$ cat config.mk
export PLATFORM = sky130hd
export DESIGN_NAME = mem_arbiter
export DESIGN_NICKNAME = d
export VERILOG_FILES = /design/src/rtl/mem_arbiter_pkg.sv /design/src/rtl/mem_arbiter.sv
export SDC_FILE = /design/constraint.sdc
export NUM_CORES = 1
export LEC_CHECK = 0
export ABC_CLOCK_PERIOD_IN_PS = 1800
export BUFFER_PORTS_ARGS = -buffer_cell sky130_fd_sc_hd__buf_2
export CORE_AREA = 2 2 136 138
export DETAILED_ROUTE_END_ITERATION = 12
export DIE_AREA = 0 0 138 140
export GPL_ROUTABILITY_DRIVEN = 0
export GPL_TIMING_DRIVEN = 1
export HOLD_SLACK_MARGIN = 0.15
export PLACE_DENSITY = 0.54
export SLEW_MARGIN = 20
export SYNTH_ARGS = -nofsm -noshare
export SYNTH_HDL_FRONTEND = slang
export SYNTH_SLANG_ARGS = --single-unit
$ cat constraint.sdc
create_clock -name clk -period 1.8 [get_ports clk]
set_input_delay 0.36 -clock clk [delete_from_list [all_inputs] [get_ports clk]]
set_output_delay 0.36 -clock clk [all_outputs]
set_load 0.01 [all_outputs]
$ cat src/rtl/mem_arbiter_pkg.sv
// Shared types and constants for the two-master PicoRV32 memory arbiter.
package mem_arbiter_pkg;

    typedef enum logic {
        IDLE = 1'b0,
        BUSY = 1'b1
    } arb_state_t;

    localparam logic ARB_M0 = 1'b0;
    localparam logic ARB_M1 = 1'b1;

    localparam logic [31:0] ERR_RDATA_DEFAULT = 32'hDEAD_BEEF;

endpackage

$ cat src/rtl/mem_arbiter.sv
// Two-master / one-slave arbiter for the PicoRV32 native memory bus (CPU = m0,
// loader = m1), with a watchdog that force-completes unacknowledged transfers.
//
// state | meaning
// IDLE  | no owner; any request is granted at the next edge
// BUSY  | owner drives the slave until s_ready or watchdog expiry
module mem_arbiter
    import mem_arbiter_pkg::*;
#(
    parameter int          PRIORITY_MODE  = 0,
    parameter int          TIMEOUT_CYCLES = 255,
    parameter logic [31:0] ERR_RDATA      = ERR_RDATA_DEFAULT
) (
    input  logic        clk,
    input  logic        reset_n,

    input  logic        m0_valid,
    input  logic        m0_instr,
    input  logic [31:0] m0_addr,
    input  logic [31:0] m0_wdata,
    input  logic [3:0]  m0_wstrb,
    output logic        m0_ready,
    output logic [31:0] m0_rdata,

    input  logic        m1_valid,
    input  logic [31:0] m1_addr,
    input  logic [31:0] m1_wdata,
    input  logic [3:0]  m1_wstrb,
    output logic        m1_ready,
    output logic [31:0] m1_rdata,

    output logic        s_valid,
    output logic        s_instr,
    output logic [31:0] s_addr,
    output logic [31:0] s_wdata,
    output logic [3:0]  s_wstrb,
    input  logic        s_ready,
    input  logic [31:0] s_rdata,

    output logic [1:0]  grant,
    output logic        timeout_err,
    output logic [31:0] timeout_addr
);

    localparam bit WD_EN = (TIMEOUT_CYCLES > 0);
    // A disabled watchdog still needs a legal 1-bit counter.
    localparam int WD_W = WD_EN ? $clog2(TIMEOUT_CYCLES + 1) : 1;
    localparam logic [WD_W-1:0] WD_LAST = WD_EN ? WD_W'(TIMEOUT_CYCLES - 1) : '0;

    arb_state_t      state, state_nxt;
    logic            owner, owner_nxt;
    logic            last_owner, last_owner_nxt;
    logic [WD_W-1:0] wd_cnt;

    logic busy;
    logic sel_m0;
    logic sel_m1;
    logic start;
    logic pick;
    logic expiry;
    logic done;

    assign busy   = (state == BUSY);
    assign sel_m0 = busy && (owner == ARB_M0);
    assign sel_m1 = busy && (owner == ARB_M1);
    assign start  = !busy && (m0_valid || m1_valid);

    // Completion by the slave takes precedence over a same-cycle expiry.
    assign expiry = WD_EN && busy && !s_ready && (wd_cnt == WD_LAST);
    assign done   = busy && (s_ready || expiry);

    always_comb begin
        pick = ARB_M0;
        if (m0_valid && m1_valid) begin
            pick = (PRIORITY_MODE == 1) ? ARB_M1 : ~last_owner;
        end else if (m1_valid) begin
            pick = ARB_M1;
        end
    end

    always_comb begin
        state_nxt      = state;
        owner_nxt      = owner;
        last_owner_nxt = last_owner;
        case (state)
            IDLE: begin
                if (start) begin
                    state_nxt = BUSY;
                    owner_nxt = pick;
                end
            end
            BUSY: begin
                if (done) begin
                    state_nxt      = IDLE;
                    last_owner_nxt = owner;
                end
            end
            default: state_nxt = IDLE;
        endcase
    end

    always_ff @(posedge clk or negedge reset_n) begin
        if (!reset_n) begin
            state      <= IDLE;
            owner      <= ARB_M0;
            last_owner <= ARB_M1;
        end else begin
            state      <= state_nxt;
            owner      <= owner_nxt;
            last_owner <= last_owner_nxt;
        end
    end

    always_ff @(posedge clk or negedge reset_n) begin
        if (!reset_n) begin
            wd_cnt       <= '0;
            timeout_err  <= 1'b0;
            timeout_addr <= '0;
        end else begin
            if (start) begin
                wd_cnt <= '0;
            end else if (busy && WD_EN) begin
                wd_cnt <= wd_cnt + WD_W'(1);
            end
            // Only the first timeout's address is kept for post-mortem.
            if (expiry) begin
                timeout_err <= 1'b1;
                if (!timeout_err) begin
                    timeout_addr <= s_addr;
                end
            end
        end
    end

    assign s_valid = busy;
    assign s_instr = sel_m0 ? m0_instr : 1'b0;
    assign s_addr  = sel_m1 ? m1_addr  : (sel_m0 ? m0_addr  : '0);
    assign s_wdata = sel_m1 ? m1_wdata : (sel_m0 ? m0_wdata : '0);
    assign s_wstrb = sel_m1 ? m1_wstrb : (sel_m0 ? m0_wstrb : '0);

    assign m0_ready = done && (owner == ARB_M0);
    assign m1_ready = done && (owner == ARB_M1);
    assign m0_rdata = expiry ? ERR_RDATA : s_rdata;
    assign m1_rdata = expiry ? ERR_RDATA : s_rdata;

    assign grant = {sel_m1, sel_m0};

endmodule
==> results of run 1 <==
-- layout make-up --
type / instances / area [um2]
multi-input cells: 244 / 2047
inverters: 2 / 12.51
repair buffers: 410 / 2691
clock inverters: 3 / 46.29
fillers: 1814 / 11460
well taps: 229 / 286.5
clock buffers: 5 / 125.1
flip-flops and latches: 44 / 1106
-- critical path, delay by kind of cell, from the launching register on --
family / cells / cell delay, ns
flops: 1 / 0.39
buf+inv: 3 / 0.40
fa+ha+maj: 1 / 0.13
simple gates: 3 / 0.48
-- path summary, 6_finish.rpt --
| path | from | endpoint | slack, ns |
|---|---|---|---|
| setup / recovery | wd_cnt[0] | m1_rdata[30] | -0.27 |
| hold / removal | m0_valid | s_valid | 0.37 |
| setup reg to reg | wd_cnt[0] | timeout_addr[26] | -0.22 |
| hold reg to reg | timeout_addr[9] | timeout_addr[9] | 0.50 |
| max in group asynchronous | reset_n | timeout_addr[16] | 0.73 |
| min in group asynchronous | reset_n | timeout_addr[14] | 0.57 |
-- stage by stage --
| stage | instances | cell area (um2) | setup WS (ns) | setup TNS [ns] | hold slack (ns) |
|---|---|---|---|---|---|
| 2_1_floorplan | 347 | 3317 | -0.09204 | -2.386 | 0.06441 |
| 4_1_cts | 915 | 5957 | -0.2707 | -21.96 | 0.3603 |
| 3_5_place_dp | 886 | 5171 | -0.002015 | -0.002015 | 0.3381 |
| 6_report | 937 | 6315 | -0.2673 | -22.96 | 0.3741 |
| 5_1_grt | 937 | 6315 | -0.4209 | -41.03 | 0.3953 |
| 3_3_place_gp | 886 | 5171 | -0.006919 | -0.006919 | 0.3356 |
-- per-layer routing --
metal | share of wire | up-vias | GRT usage
met3 | 0.048 | 10 | 0.03077
met4 | 0.0099 | 0 | 0.02954
met2 | 0.48 | 129 | 0.2233
met1 | 0.46 | 1770 | 0.1987
met5 | 0 | - | 0
li1 | - | 1864 | -
-- registers in the layout (all words and copies together) (netlist names) --
name and flops:
last_owner 1, owner 1, s_valid 1, timeout_addr 32, timeout_err 1, wd_cnt 8
-- cells in the mapped netlist, drive strengths merged (2+ instances only) --
cell and number:
nand2 6, nand4 4, buf 51, nor2 71
mux2 33, and2 4, or2 25, clkbuf 6
nor3 2, mux2i 68, ha 2, nor2b 9
nand3 5, inv 2, dfrtp 43, o211ai 2
o21ai 5, o31ai 2
-- logic make-up after synthesis --
family | synth area share
flops | 0.3349
simple gates | 0.1908
compound gates | 0.02736
mux | 0.3196
xor+xnor | 0.002661
fa+ha+maj | 0.007600
buf+inv | 0.1171
-- power by group through the flow --
| stage | clock network [mW] | registers (mW) | logic [mW] |
|---|---|---|---|
| 2_1_floorplan | 0 | 1.19 | 1.16 |
| 3_3_place_gp | 0 | 1.17 | 2.01 |
| 3_5_place_dp | 0 | 1.17 | 2.01 |
| 4_1_cts | 1.13 | 1.15 | 2.71 |
| 5_1_grt | 1.18 | 1.17 | 3.09 |
| 6_report | 1.09 | 1.15 | 2.88 |
-- placed cells by master, fill, tap and decap left out, drive strengths merged, types with 2 or more instances in the layout --
| cell type | count |
|---|---|
| ha | 2 |
| o21ai | 5 |
| o31ai | 2 |
| o211ai | 2 |
| nor3 | 2 |
| nor2 | 71 |
| dfrtp | 43 |
| mux2 | 33 |
| nor2b | 9 |
| nand3 | 5 |
| buf | 406 |
| nand2 | 6 |
| and2 | 4 |
| clkbuf | 7 |
| inv | 3 |
| mux2i | 68 |
| or2 | 25 |
| nand4 | 4 |
-- repair_timing --
action	4_1_cts	5_1_grt
resized for setup	68	42
hold endpoints to repair	16	0
pin swaps	9	25
cloned	8	3
setup endpoints to repair	122	167
hold buffers	1	0
buffers inserted	12	20
==> impl_metrics.json, run 1 <==
{
  "synth_flop_cell": "dfrtp_1",
  "switchingPower_mw": 1.798,
  "numPortBuffers": 344,
  "finalCritPeriodShare": 1.149,
  "clockPowerShare": 0.213,
  "die_w_um": 138,
  "setup.worst_path.start_class": "register",
  "crit_slowest_cell": "dfrtp_1",
  "grt_use_total": 0.1413,
  "powerDensity_nw_per_um2": 812.4,
  "dieArea_um2": 19320,
  "cts.clk_slew.worst_paths_ns": 0.07,
  "irDropWorstVdd_mv": 0.5266,
  "async_reset_ff_frac": 1.000,
  "yosysWarningCount": 0,
  "crit_path_end_kind": "output pin",
  "drtIter0Drc": 116,
  "power_mw": 5.130,
  "io_pins": 345,
  "yosysTopAreaCell": "dfrtp_1",
  "outcome": "finished, violations left",
  "drt_pass1_iterations": 4,
  "synth_area_leaders": "dfrtp_1 (33%), mux2i_1 (21%), mux2_2 (11%), nor2_1 (8.1%), buf_4 (7.8%)",
  "p_leak_nw": 3.501,
  "min_period_ns": 2.067,
  "holdPathStages": 3,
  "synth_edf_count": 0,
  "cts_max_path_buffers": 2,
  "synth_area_um2": 3292,
  "path_max_fanout": 33,
  "seq_power_share": 0.225,
  "final-setup-viol-count": 149,
  "drt-total-wl_um": 15010,
  "die_h_um": 140,
  "crit_arrival_ns": 1.71,
  "synth_nets": 523,
  "hold_viol": 0,
  "grt-ovfl-total": 0,
  "violations": "negative setup slack",
  "reg2reg_depth": 9,
  "ys_types": 31,
  "crit_chain": "inv_1, ha_1, nand4_1, nor3_2, buf_12, or2_2, buf_2",
  "grt_max_degree": 34,
  "fmax_mhz": 483.7,
  "pwr-share-comb": 0.562,
  "initial_core_util": 0.1852,
  "cts_inserted_buffers": 5,
  "synth.yosys.seq_area_share": 0.3349,
  "via_per_inst": 4.027,
  "p_sw_frac": 0.3504,
  "diodes": 0,
  "first_global_vias": 3721,
  "rsz0062_at_grt": "yes",
  "slew_viol_final": 0,
  "fin_skew_ns": 0.009715,
  "required_ns": 1.44,
  "syn-instance-count": 347,
  "max_cap_violations": 0,
  "drive_above_1_share": 0.7119,
  "vias": 3773,
  "timing.final.ws_setup_ns": -0.2673,
  "root_buffer": "clkbuf_16",
  "cts_tree": "done",
  "grt_pass1_wl_um": 21780,
  "h-tree-depth": 2,
  "num_rows": 49,
  "worst_pin_slew_ns": 0.4528,
  "hpwl_um": 10690,
  "fin_util": 0.3552,
  "worstSetupPathType": "register to output pin",
  "nNetsFinal": 883,
  "wire_per_inst_um": 16.02,
  "core_area_um2": 17780,
  "max_stage_delay_ns": 0.39,
  "synth_top_area_share": 0.3269,
  "synth.avg_cell_area_um2": 9.487,
  "relSlewSlack": 0.6981,
  "antenna_found_initial": 0,
  "ys_seq_elements": 44,
  "clk-insertion-delay-late_ns": 0.29,
  "drc": 0,
  "areaGrowthSynthToFinish_pct": 91.83,
  "cts.sinks": 44,
  "hold_path.class": "primary input to register",
  "ant_nets": 0,
  "internal_power_mw": 3.332
}
No activity file was read; power rests on OpenSTA's default activity.
==> inputs of run 2 (changes only) <==
- BUFFER_PORTS_ARGS: -buffer_cell sky130_fd_sc_hd__buf_2 -> unset
- CORE_AREA: 2 2 136 138 -> 2 2 135 137
- DIE_AREA: 0 0 138 140 -> 0 0 137 139
- DONT_BUFFER_PORTS: unset -> 1
- PLACE_DENSITY: 0.54 -> 0.37
==> impl_metrics.json, run 2 (synthesis results as in run 1) <==
{
  "worstSetupPathType": "register to register",
  "nNetsFinal": 519,
  "numPortBuffers": 0,
  "cts.clk_slew.worst_paths_ns": 0.07,
  "crit_buf_inv": 5,
  "rsz0062_at_grt": "yes",
  "p_leak_nw": 1.966,
  "outcome": "finished, violations left",
  "grt_pass1_wl_um": 16010,
  "final-setup-viol-count": 127,
  "largest_reg_flops": 32,
  "crit_chain": "inv_1, ha_1, nand4_1, buf_4, buf_4, nor4_4, buf_4, clkbuf_16, mux2_2",
  "grt_use_total": 0.1144,
  "fin_skew_ns": 0.008612,
  "core_area_um2": 17660,
  "num_rows": 49,
  "cts_inserted_buffers": 5,
  "drt-total-wl_um": 12840,
  "crit_path_end_kind": "register",
  "antenna_found_initial": 0,
  "fmax_mhz": 502.3,
  "powerDensity_nw_per_um2": 1023,
  "max_cap_violations": 0,
  "mostFrequentLayoutCell": "nor2_2",
  "hold_viol": 0,
  "required_ns": 1.98,
  "relSlewSlack": 0.6850,
  "timing.rr.start": "wd_cnt[0]",
  "reg2reg_depth": 9,
  "crit_slowest_cell": "dfrtp_1",
  "irDropWorstVdd_mv": 0.4781,
  "violations": "negative setup slack",
  "grt-ovfl-total": 0,
  "setup.worst_path.start_class": "register",
  "multi_input_comb_area_um2": 2238,
  "reg.largest.list": "timeout_addr: 32 flops, wd_cnt: 8 flops",
  "diodes": 0,
  "die_h_um": 139,
  "first_global_vias": 2594,
  "path_common_cell": "buf_4",
  "h-tree-depth": 2,
  "dieArea_um2": 19040,
  "max_stage_delay_ns": 0.38,
  "areaGrowthSynthToFinish_pct": 38.46,
  "clk-insertion-delay-late_ns": 0.30,
  "holdPathStages": 2,
  "fillers": 1880,
  "via_per_inst": 4.621,
  "path_max_fanout": 16,
  "drt_pass1_iterations": 4,
  "place_ws_ns": 0.02634,
  "cts.sinks": 44,
  "die_w_um": 137,
  "wire_per_inst_um": 22.40,
  "crit_arrival_ns": 2.17,
  "drive_above_1_share": 0.5843,
  "hpwl_um": 7809,
  "rr_endpoint": "timeout_addr[30]",
  "io_pins": 345,
  "timing.final.ws_setup_ns": -0.1909,
  "drc": 0,
  "dp_cells": 539,
  "final_cell_mix": "nor2_2 (57), mux2i_1 (54), dfrtp_1 (42), mux2_4 (31), or2_2 (21)",
  "min_period_ns": 1.991,
  "min-delay-start": "m0_valid",
  "hold_end": "s_valid",
  "layoutNonFillerInstCount": 573,
  "cts_max_path_buffers": 2,
  "drtIter0Drc": 98,
  "initial_core_util": 0.1864,
  "slew_viol_final": 0,
  "power_mw": 4.662,
  "hold_path.class": "primary input to register",
  "ant_nets": 0,
  "vias": 2648,
  "finalCritPeriodShare": 1.106,
  "seqCellArea_um2": 1106,
  "root_buffer": "clkbuf_16",
  "grt_max_degree": 45,
  "cts_tree": "done",
  "rrSetupSlack_ns": -0.19,
  "cpLargestDelayFamily": "buffers and inverters",
  "largest_register": "timeout_addr",
  "worst_pin_slew_ns": 0.4716
}
run 2: cell types whose count changed in the layout (fill, tap and decap cells not counted), moves of 2 or more:
cell       change
buf_6         -16
buf_2        -329
mux2i_1        -7
mux2_4         +6
mux2i_2        +8
mux2_2         -6
nor2_2        +52
buf_8          +2
clkbuf_16      +4
nor2_4         +2
buf_12         -5
inv_6          -2
buf_4         -20
nor2_1        -54
run 2: power by group:
| part | leakage (nW) | internal [mW] | switching, mW | total [mW] |
|---|---|---|---|---|
| Combinational | 1.31 | 1.15 | 1.19 | 2.34 |
| Clock | 0.0871 | 0.697 | 0.434 | 1.13 |
| Sequential | 0.564 | 1.09 | 0.0991 | 1.19 |
| Total | 1.97 | 2.94 | 1.72 | 4.66 |
run 2: worst reg2reg max path, stage by stage, from the launching register on:
cell and delay [ns]:
dfrtp_1 0.38, inv_1 0.06, ha_1 0.13, nand4_1 0.12, buf_4 0.17, buf_4 0.13
nor4_4 0.16, buf_4 0.17, clkbuf_16 0.19, mux2_2 0.37
run 2: how the worst max path moves through the flow:
stage / depth (start not counted) / startpoint / slack, ns / to
final: 9 / wd_cnt[0] / -0.19 / timeout_addr[30]
after global routing: 9 / wd_cnt[0] / -0.32 / timeout_addr[30]
after CTS: 7 / wd_cnt[0] / -0.27 / m0_rdata[8]
after detailed placement: 6 / wd_cnt[0] / 0.03 / m1_rdata[5]
after global placement: 6 / wd_cnt[0] / 0.04 / m1_rdata[5]
after floorplan: 7 / wd_cnt[0] / -0.09 / m1_rdata[10]
run 2: timing repair:
item | 4_1_cts | 5_1_grt
gates cloned | 8 | 6
hold buffers | 2 | 0
pin swaps | 13 | 27
buffers inserted | 8 | 6
endpoints found under the setup margin | 99 | 169
endpoints found under the hold margin | 44 | 0
gates resized for setup | 66 | 98
run 2: layout make-up:
class                   count  area share
clock buffers               6     0.03047
inverters                   2    0.002196
multi-input cells         244      0.4911
repair buffers             46      0.1622
clock inverters             2    0.008509
flip-flops and latches     44      0.2427
well taps                 229     0.06286
run 2: per-layer routing:
metal | up-vias | global-route usage | part of all wire
li1 | 1134 | - | -
met1 | 1321 | 0.1478 | 0.43
met2 | 180 | 0.1760 | 0.47
met3 | 13 | 0.04569 | 0.091
met4 | 0 | 0.03147 | 0.012
met5 | - | 0 | 0
run 2: metrics by stage:
| stage | TNS, ns | util | cell area, um2 | hold slack [ns] |
|---|---|---|---|---|
| global placement | 0 | 0.1941 | 3427 | 0.06660 |
| floorplan | -2.386 | - | 3317 | 0.06441 |
| detailed placement | 0 | 0.1941 | 3427 | 0.06613 |
| global route | -30.76 | 0.2581 | 4558 | 0.2207 |
| CTS | -24.47 | 0.2329 | 4111 | 0.2118 |
| finish | -16.39 | 0.2581 | 4558 | 0.2124 |
